**src/rtl/arm_seq_pkg.sv**
```systemverilog
// Shared types and default sizes for the ARM memory sequencer.
//   seq_state_t  : sequencer state encoding
//   DEF_*        : default parameter values used by the top level
//   is_bus_state : true for states that own the bus request
package arm_seq_pkg;

  localparam int unsigned DEF_ADDR_W   = 32;
  localparam int unsigned DEF_DATA_W   = 32;
  localparam int unsigned DEF_MAX_WAIT = 16;
  localparam int unsigned DEF_CNT_W    = 32;

  typedef enum logic [2:0] {
    RST_WAIT = 3'd0,
    FETCH    = 3'd1,
    EXEC     = 3'd2,
    DATA     = 3'd3,
    COMMIT   = 3'd4,
    FAULT    = 3'd5
  } seq_state_t;

  function automatic logic is_bus_state(input seq_state_t s);
    return (s == FETCH) || (s == DATA);
  endfunction

endpackage

```
**src/rtl/arm_seq_timeout.sv**
```systemverilog
// Bus wait-state watchdog for the ARM memory sequencer.
//   clk, rst_n : clock, asynchronous active-low reset
//   clear_i    : hold counter at zero (no request outstanding)
//   busy_i     : request outstanding and not answered this cycle
//   expired_o  : this unanswered cycle is the MAX_WAIT-th one
// MAX_WAIT = 0 disables the watchdog entirely.
module arm_seq_timeout #(
  parameter int unsigned MAX_WAIT = 16
) (
  input  logic clk,
  input  logic rst_n,
  input  logic clear_i,
  input  logic busy_i,
  output logic expired_o
);

  generate
    if (MAX_WAIT == 0) begin : g_off
      logic unused_s;
      assign unused_s  = ^{clk, rst_n, clear_i, busy_i};
      assign expired_o = 1'b0;
    end else begin : g_on
      localparam int unsigned   CW   = $clog2(MAX_WAIT + 1);
      localparam logic [CW-1:0] LAST = CW'(MAX_WAIT - 1);

      logic [CW-1:0] cnt_q;

      // Count unanswered request cycles; zero whenever no request is open.
      always_ff @(posedge clk or negedge rst_n) begin
        if (!rst_n) begin
          cnt_q <= '0;
        end else if (clear_i) begin
          cnt_q <= '0;
        end else if (busy_i) begin
          cnt_q <= cnt_q + CW'(1);
        end else begin
          cnt_q <= cnt_q;
        end
      end

      // Flag on the cycle whose increment would reach MAX_WAIT, so the FSM
      // leaves the bus state after exactly MAX_WAIT request cycles.
      assign expired_o = busy_i && (cnt_q == LAST);
    end
  endgenerate

endmodule

```
**src/rtl/arm_mem_sequencer.sv**
```systemverilog
// Sequences an ARM core's split fetch/data interface onto one unified
// req/ready memory bus, stalling the core while the bus is busy.
//   clk, reset         : clock, asynchronous active-low reset
//   core_pc            : fetch address
//   core_instr         : latched instruction
//   core_memread/write : current instruction is a load / store
//   core_addr/wdata    : data address and store data
//   core_rdata         : latched load data
//   core_stall         : core holds state while high
//   bus_req/we/addr/wdata, bus_ready/rdata/err : unified memory bus
//   fault              : sticky trap (bus error or timeout)
//   instr_count        : retired-instruction counter (wraps)
module arm_mem_sequencer
  import arm_seq_pkg::*;
#(
  parameter int unsigned ADDR_W   = DEF_ADDR_W,
  parameter int unsigned DATA_W   = DEF_DATA_W,
  parameter int unsigned MAX_WAIT = DEF_MAX_WAIT,
  parameter int unsigned CNT_W    = DEF_CNT_W
) (
  input  logic              clk,
  input  logic              reset,
  input  logic [ADDR_W-1:0] core_pc,
  output logic [DATA_W-1:0] core_instr,
  input  logic              core_memread,
  input  logic              core_memwrite,
  input  logic [ADDR_W-1:0] core_addr,
  input  logic [DATA_W-1:0] core_wdata,
  output logic [DATA_W-1:0] core_rdata,
  output logic              core_stall,
  output logic              bus_req,
  output logic              bus_we,
  output logic [ADDR_W-1:0] bus_addr,
  output logic [DATA_W-1:0] bus_wdata,
  input  logic              bus_ready,
  input  logic [DATA_W-1:0] bus_rdata,
  input  logic              bus_err,
  output logic              fault,
  output logic [CNT_W-1:0]  instr_count
);

  seq_state_t        state_q;
  logic              bus_req_q;
  logic              fault_q;
  logic [DATA_W-1:0] core_instr_q;
  logic [DATA_W-1:0] core_rdata_q;
  logic [CNT_W-1:0]  instr_count_q;

  logic              mem_op_s;
  logic              is_load_s;
  logic              busy_s;
  logic              expired_s;
  logic              stall_s;
  logic              bus_we_s;
  logic [ADDR_W-1:0] bus_addr_s;
  logic [DATA_W-1:0] bus_wdata_s;

  // A store wins when both memory flags are set.
  assign mem_op_s  = core_memread | core_memwrite;
  assign is_load_s = core_memread & ~core_memwrite;
  assign busy_s    = bus_req_q & ~bus_ready;

  arm_seq_timeout #(
    .MAX_WAIT (MAX_WAIT)
  ) u_timeout (
    .clk       (clk),
    .rst_n     (reset),
    .clear_i   (~bus_req_q),
    .busy_i    (busy_s),
    .expired_o (expired_s)
  );

  // Sequencer FSM; bus_req is registered from the next state so it never
  // depends combinationally on bus_ready.
  always_ff @(posedge clk or negedge reset) begin
    if (!reset) begin
      state_q       <= RST_WAIT;
      bus_req_q     <= 1'b0;
      fault_q       <= 1'b0;
      core_instr_q  <= '0;
      core_rdata_q  <= '0;
      instr_count_q <= '0;
    end else begin
      case (state_q)
        RST_WAIT: begin
          state_q   <= FETCH;
          bus_req_q <= 1'b1;
        end
        FETCH: begin
          if (bus_ready && bus_err) begin
            state_q   <= FAULT;
            bus_req_q <= 1'b0;
            fault_q   <= 1'b1;
          end else if (bus_ready) begin
            core_instr_q <= bus_rdata;
            state_q      <= EXEC;
            bus_req_q    <= 1'b0;
          end else if (expired_s) begin
            state_q   <= FAULT;
            bus_req_q <= 1'b0;
            fault_q   <= 1'b1;
          end else begin
            state_q <= FETCH;
          end
        end
        EXEC: begin
          if (mem_op_s) begin
            state_q   <= DATA;
            bus_req_q <= 1'b1;
          end else begin
            instr_count_q <= instr_count_q + CNT_W'(1);
            state_q       <= FETCH;
            bus_req_q     <= 1'b1;
          end
        end
        DATA: begin
          if (bus_ready && bus_err) begin
            state_q   <= FAULT;
            bus_req_q <= 1'b0;
            fault_q   <= 1'b1;
          end else if (bus_ready) begin
            if (is_load_s) begin
              core_rdata_q <= bus_rdata;
            end else begin
              core_rdata_q <= core_rdata_q;
            end
            state_q   <= COMMIT;
            bus_req_q <= 1'b0;
          end else if (expired_s) begin
            state_q   <= FAULT;
            bus_req_q <= 1'b0;
            fault_q   <= 1'b1;
          end else begin
            state_q <= DATA;
          end
        end
        COMMIT: begin
          instr_count_q <= instr_count_q + CNT_W'(1);
          state_q       <= FETCH;
          bus_req_q     <= 1'b1;
        end
        FAULT: begin
          state_q   <= FAULT;
          bus_req_q <= 1'b0;
          fault_q   <= 1'b1;
        end
        default: begin
          state_q   <= FAULT;
          bus_req_q <= 1'b0;
          fault_q   <= 1'b1;
        end
      endcase
    end
  end

  // Bus payload and stall follow the current state; the core holds its
  // address/data inputs stable while stalled, so the payload is stable too.
  always_comb begin
    bus_addr_s  = '0;
    bus_we_s    = 1'b0;
    bus_wdata_s = '0;
    stall_s     = 1'b1;
    case (state_q)
      FETCH: begin
        bus_addr_s = core_pc;
      end
      EXEC: begin
        stall_s = mem_op_s;
      end
      DATA: begin
        bus_addr_s  = core_addr;
        bus_we_s    = core_memwrite;
        bus_wdata_s = core_wdata;
      end
      COMMIT: begin
        stall_s = 1'b0;
      end
      default: begin
        stall_s = 1'b1;
      end
    endcase
  end

  assign bus_req     = bus_req_q;
  assign bus_we      = bus_we_s;
  assign bus_addr    = bus_addr_s;
  assign bus_wdata   = bus_wdata_s;
  assign core_stall  = stall_s;
  assign core_instr  = core_instr_q;
  assign core_rdata  = core_rdata_q;
  assign fault       = fault_q;
  assign instr_count = instr_count_q;

  logic unused_s;
  assign unused_s = is_bus_state(state_q);

endmodule

```
**config.mk**
```make
export PLATFORM = sky130hd
export DESIGN_NAME = arm_mem_sequencer
export DESIGN_NICKNAME = d
export VERILOG_FILES = /design/src/rtl/arm_seq_pkg.sv /design/src/rtl/arm_seq_timeout.sv /design/src/rtl/arm_mem_sequencer.sv
export SDC_FILE = /design/constraint.sdc
export NUM_CORES = 1
export LEC_CHECK = 0
export BUFFER_PORTS_ARGS = -buffer_cell sky130_fd_sc_hd__buf_4
export CORE_AREA = 2 2 116 118
export DETAILED_ROUTE_END_ITERATION = 8
export DIE_AREA = 0 0 118 120
export GPL_TIMING_DRIVEN = 0
export HOLD_SLACK_MARGIN = 0.1
export PLACE_DENSITY = 0.72
export REMOVE_ABC_BUFFERS = 1
export SYNTH_ARGS = -nofsm -noshare
export SYNTH_HDL_FRONTEND = slang
export SYNTH_SLANG_ARGS = --single-unit
export TNS_END_PERCENT = 1
```
**constraint.sdc**
```tcl
create_clock -name clk -period 2.5 [get_ports clk]
set_input_delay 0.25 -clock clk [delete_from_list [all_inputs] [get_ports clk]]
set_output_delay 0.25 -clock clk [all_outputs]
set_load 0.005 [all_outputs]
```
==> metrics.cfg <==
[die]
io_pins = 298
die_y_um = 120
start_util = 0.380
core_area_um2 = 13000
rows = 42
dieWidth_um = 118
die_area_um2 = 14200

[power]
power.switching_mw = 1.94
p_clk_frac = 0.219
p_sw_frac = 0.308
cellLeakagePower_nw = 3.91
vdd_ir_drop_max_v = 0.000461
seqPwrFrac = 0.390
p_per_area_nw_per_um2 = 815
internal_power_mw = 4.36
p_comb_frac = 0.391

[detailed_routing]
drtIter0Drc = 146
drtPass1Iterations = 4
ant_nets = 0
postRouteWirelength_um = 18500
vias_per_cell = 5.03
wl_per_cell_um = 21.3
drc = 0
vias = 4378

[logic_synthesis]
ys_async_sr_fraction = 1.00
synth_cell_type_count = 35
synth_top_area_cell = dfrtp_1
synth_edf_count = 0
synth_area_um2 = 4930
yosysTopAreaCellShare = 0.538
synth_warnings = 0
syn_avg_cell_area_um2 = 12.5
syn_inst = 394
synth_seq_area_share = 0.538
yosys-top-cells-area = dfrtp_1, mux2_2, a22o_1
synth-seq-cells = 106
ys.flop_type = dfrtp_1

[clocking]
insertion_delay_ns = 0.34
htree_levels = 3
ctsRootBufferMaster = clkbuf_16
path_clk_slew_ns = 0.08
clk_path_buf_depth = 2
cts_tree = yes
clkSinkCount = 106
numCtsBuffers = 9

[setup_path]
rr_worst_depth = 4
crit_start = state_q[2]
crit_required_ns = 2.75
cp_cell_sequence = or4b_4, a2111oi_4, nand4_1, xnor2_1
slowest_stage = a2111oi_4
cp-start-kind = flop
rr_startpoint = state_q[2]
critPathMaxFanout = 13
cpPeakStageDelay_ns = 0.85
cp.arrival_ns = 2.72
r2r_slack_ns = 0.03
path_class = flop to flop
endpoint_kind = flop
rr_endpoint = instr_count[26]
cp-endpoint = instr_count[26]

[final_layout]
nets = 825
fin_area_um2 = 7740
fin_cells = 871
nFillCells = 1113
areaGrowthSynthToFinish_pct = 57.1
layout_commonest_cell = buf_4
mostFrequentLayoutCells = buf_4, dfrtp_1, mux2_2
drive_above_1_share = 0.574

[sta]
grt_setup_unrepaired = true
fmax_mhz = 406
tightestPinTransition_ns = 0.937
hold_viol_final = 0
skew_ns = 0.00790
fin_hold_ws_ns = 0.140
setup_viol = 0
relSlewSlack = 0.375
slew_viol_final = 0
min_period_over_period = 0.986
finalCriticalPeriod_ns = 2.47

[run]
cap_violations = 0

[placed_design]
hpwl_um = 15000
place_inst = 850
io_buffers = 297
place_area_um2 = 7360
gp_congestion = 0.997

[grt]
grt_max_degree = 107
grt_pass1_vias = 4471
grt_antenna_before_repair = 2
grt_pass1_wl_um = 27800
overflow = 0
track_usage = 0.261

[hold_path]
min_path_type = input pin to flop

[status]
status = completed

-- metal layers --
layer	up-vias	track usage	wire length, um
met1	2198	0.300	7080
met3	19	0.0646	1150
met4	0	0.0806	405
li1	1992	-	-
met2	169	0.477	9880
met5	-	0	0
-- Yosys cell counts (2+ instances only) --
cell type,count
dfrtp_1,106
mux2_2,65
and2_1,40
a22o_1,32
xnor2_1,30
nand4_1,22
clkbuf_1,15
nand2_1,10
nand3_1,10
inv_1,8
nor2_1,6
a21oi_1,5
and3_1,5
xor2_1,4
and4_1,3
buf_1,3
ha_1,3
nor3_1,3
a2111oi_4,2
a31o_2,2
buf_2,2
buf_4,2
buf_6,2
nor3b_1,2
o21ai_0,2
-- layout make-up --
class / count / area [um2] / area share
antenna: 2 / 5.00 / 0.000647
clock buffer: 9 / 225 / 0.0291
clock inverter: 7 / 65.1 / 0.00840
inverter: 8 / 30.0 / 0.00388
multi-input combinational: 256 / 2160 / 0.279
sequential: 106 / 2660 / 0.343
tap: 176 / 220 / 0.0284
timing repair buffer: 307 / 2380 / 0.308
-- worst max-delay path, delay by kind of cell (launching register included) --
kind	cells	cell delay, ns
compound gates	1	0.85
simple gates	2	0.78
flops	1	0.50
xor+xnor	1	0.25
-- worst min path at each step --
stage	start	end	slack, ns	depth (start not counted)
after floorplan	reset	bus_req	-0.05	0
final	bus_rdata[0]	core_instr[0]	0.14	2
after global routing	bus_rdata[3]	core_rdata[3]	0.13	2
after detailed placement	fault	fault	0.47	1
after CTS	bus_rdata[11]	core_rdata[11]	0.13	2
after global placement	instr_count[31]	instr_count[31]	0.47	1
-- registers in the layout, indices dropped and copies added, names as in the netlist --
register              cells
instr_count              32
fault                     1
u_timeout.g_on.cnt_q      5
core_rdata               32
state_q                   3
bus_req                   1
core_instr               32
-- power by group through the flow --
stage / logic [mW] / clock network [mW] / registers [mW]
after global placement: 2.38 / 0 / 2.43
after CTS: 2.49 / 1.42 / 2.46
after floorplan: 0.889 / 0 / 2.46
final: 2.46 / 1.38 / 2.46
after detailed placement: 2.48 / 0 / 2.47
after global routing: 2.64 / 1.48 / 2.52
-- through the flow --
stage,setup TNS [ns],power (mW),setup slack [ns],util
finish,0,6.31,0.0343,0.596
floorplan,-289.64,3.35,-3.78,-
detailed placement,-2.44,4.95,-0.0677,0.567
global placement,-527.37,4.82,-6.39,0.559
CTS,0,6.36,0.0407,0.591
global route,-0.0124,6.64,-0.00788,0.596
-- cells by family (layout without fill, tap and decap cells) --
| family | Yosys count | in the layout | synth area share |
|---|---|---|---|
| DFF | 106 | 106 | 0.538 |
| xor gates and xnor gates | 34 | 34 | 0.0604 |
| adders and majority gates | 3 | 3 | 0.00762 |
| AOI/OAI and AO/OA | 46 | 46 | 0.0835 |
| and+or+nand+nor | 107 | 107 | 0.130 |
| muxes | 66 | 66 | 0.151 |
| buffers and inverters | 32 | 331 | 0.0295 |
| other | 0 | 2 | 0 |
-- timing repair --
action,CTS,global route
setup endpoints to repair,78,67
endpoints found under the hold margin,0,46
pin swaps,2,1
gates cloned,0,0
setup buffers,0,1
gates resized for setup,3,2
hold buffers,0,1
Note: power is estimated with default switching activity, not from simulation.
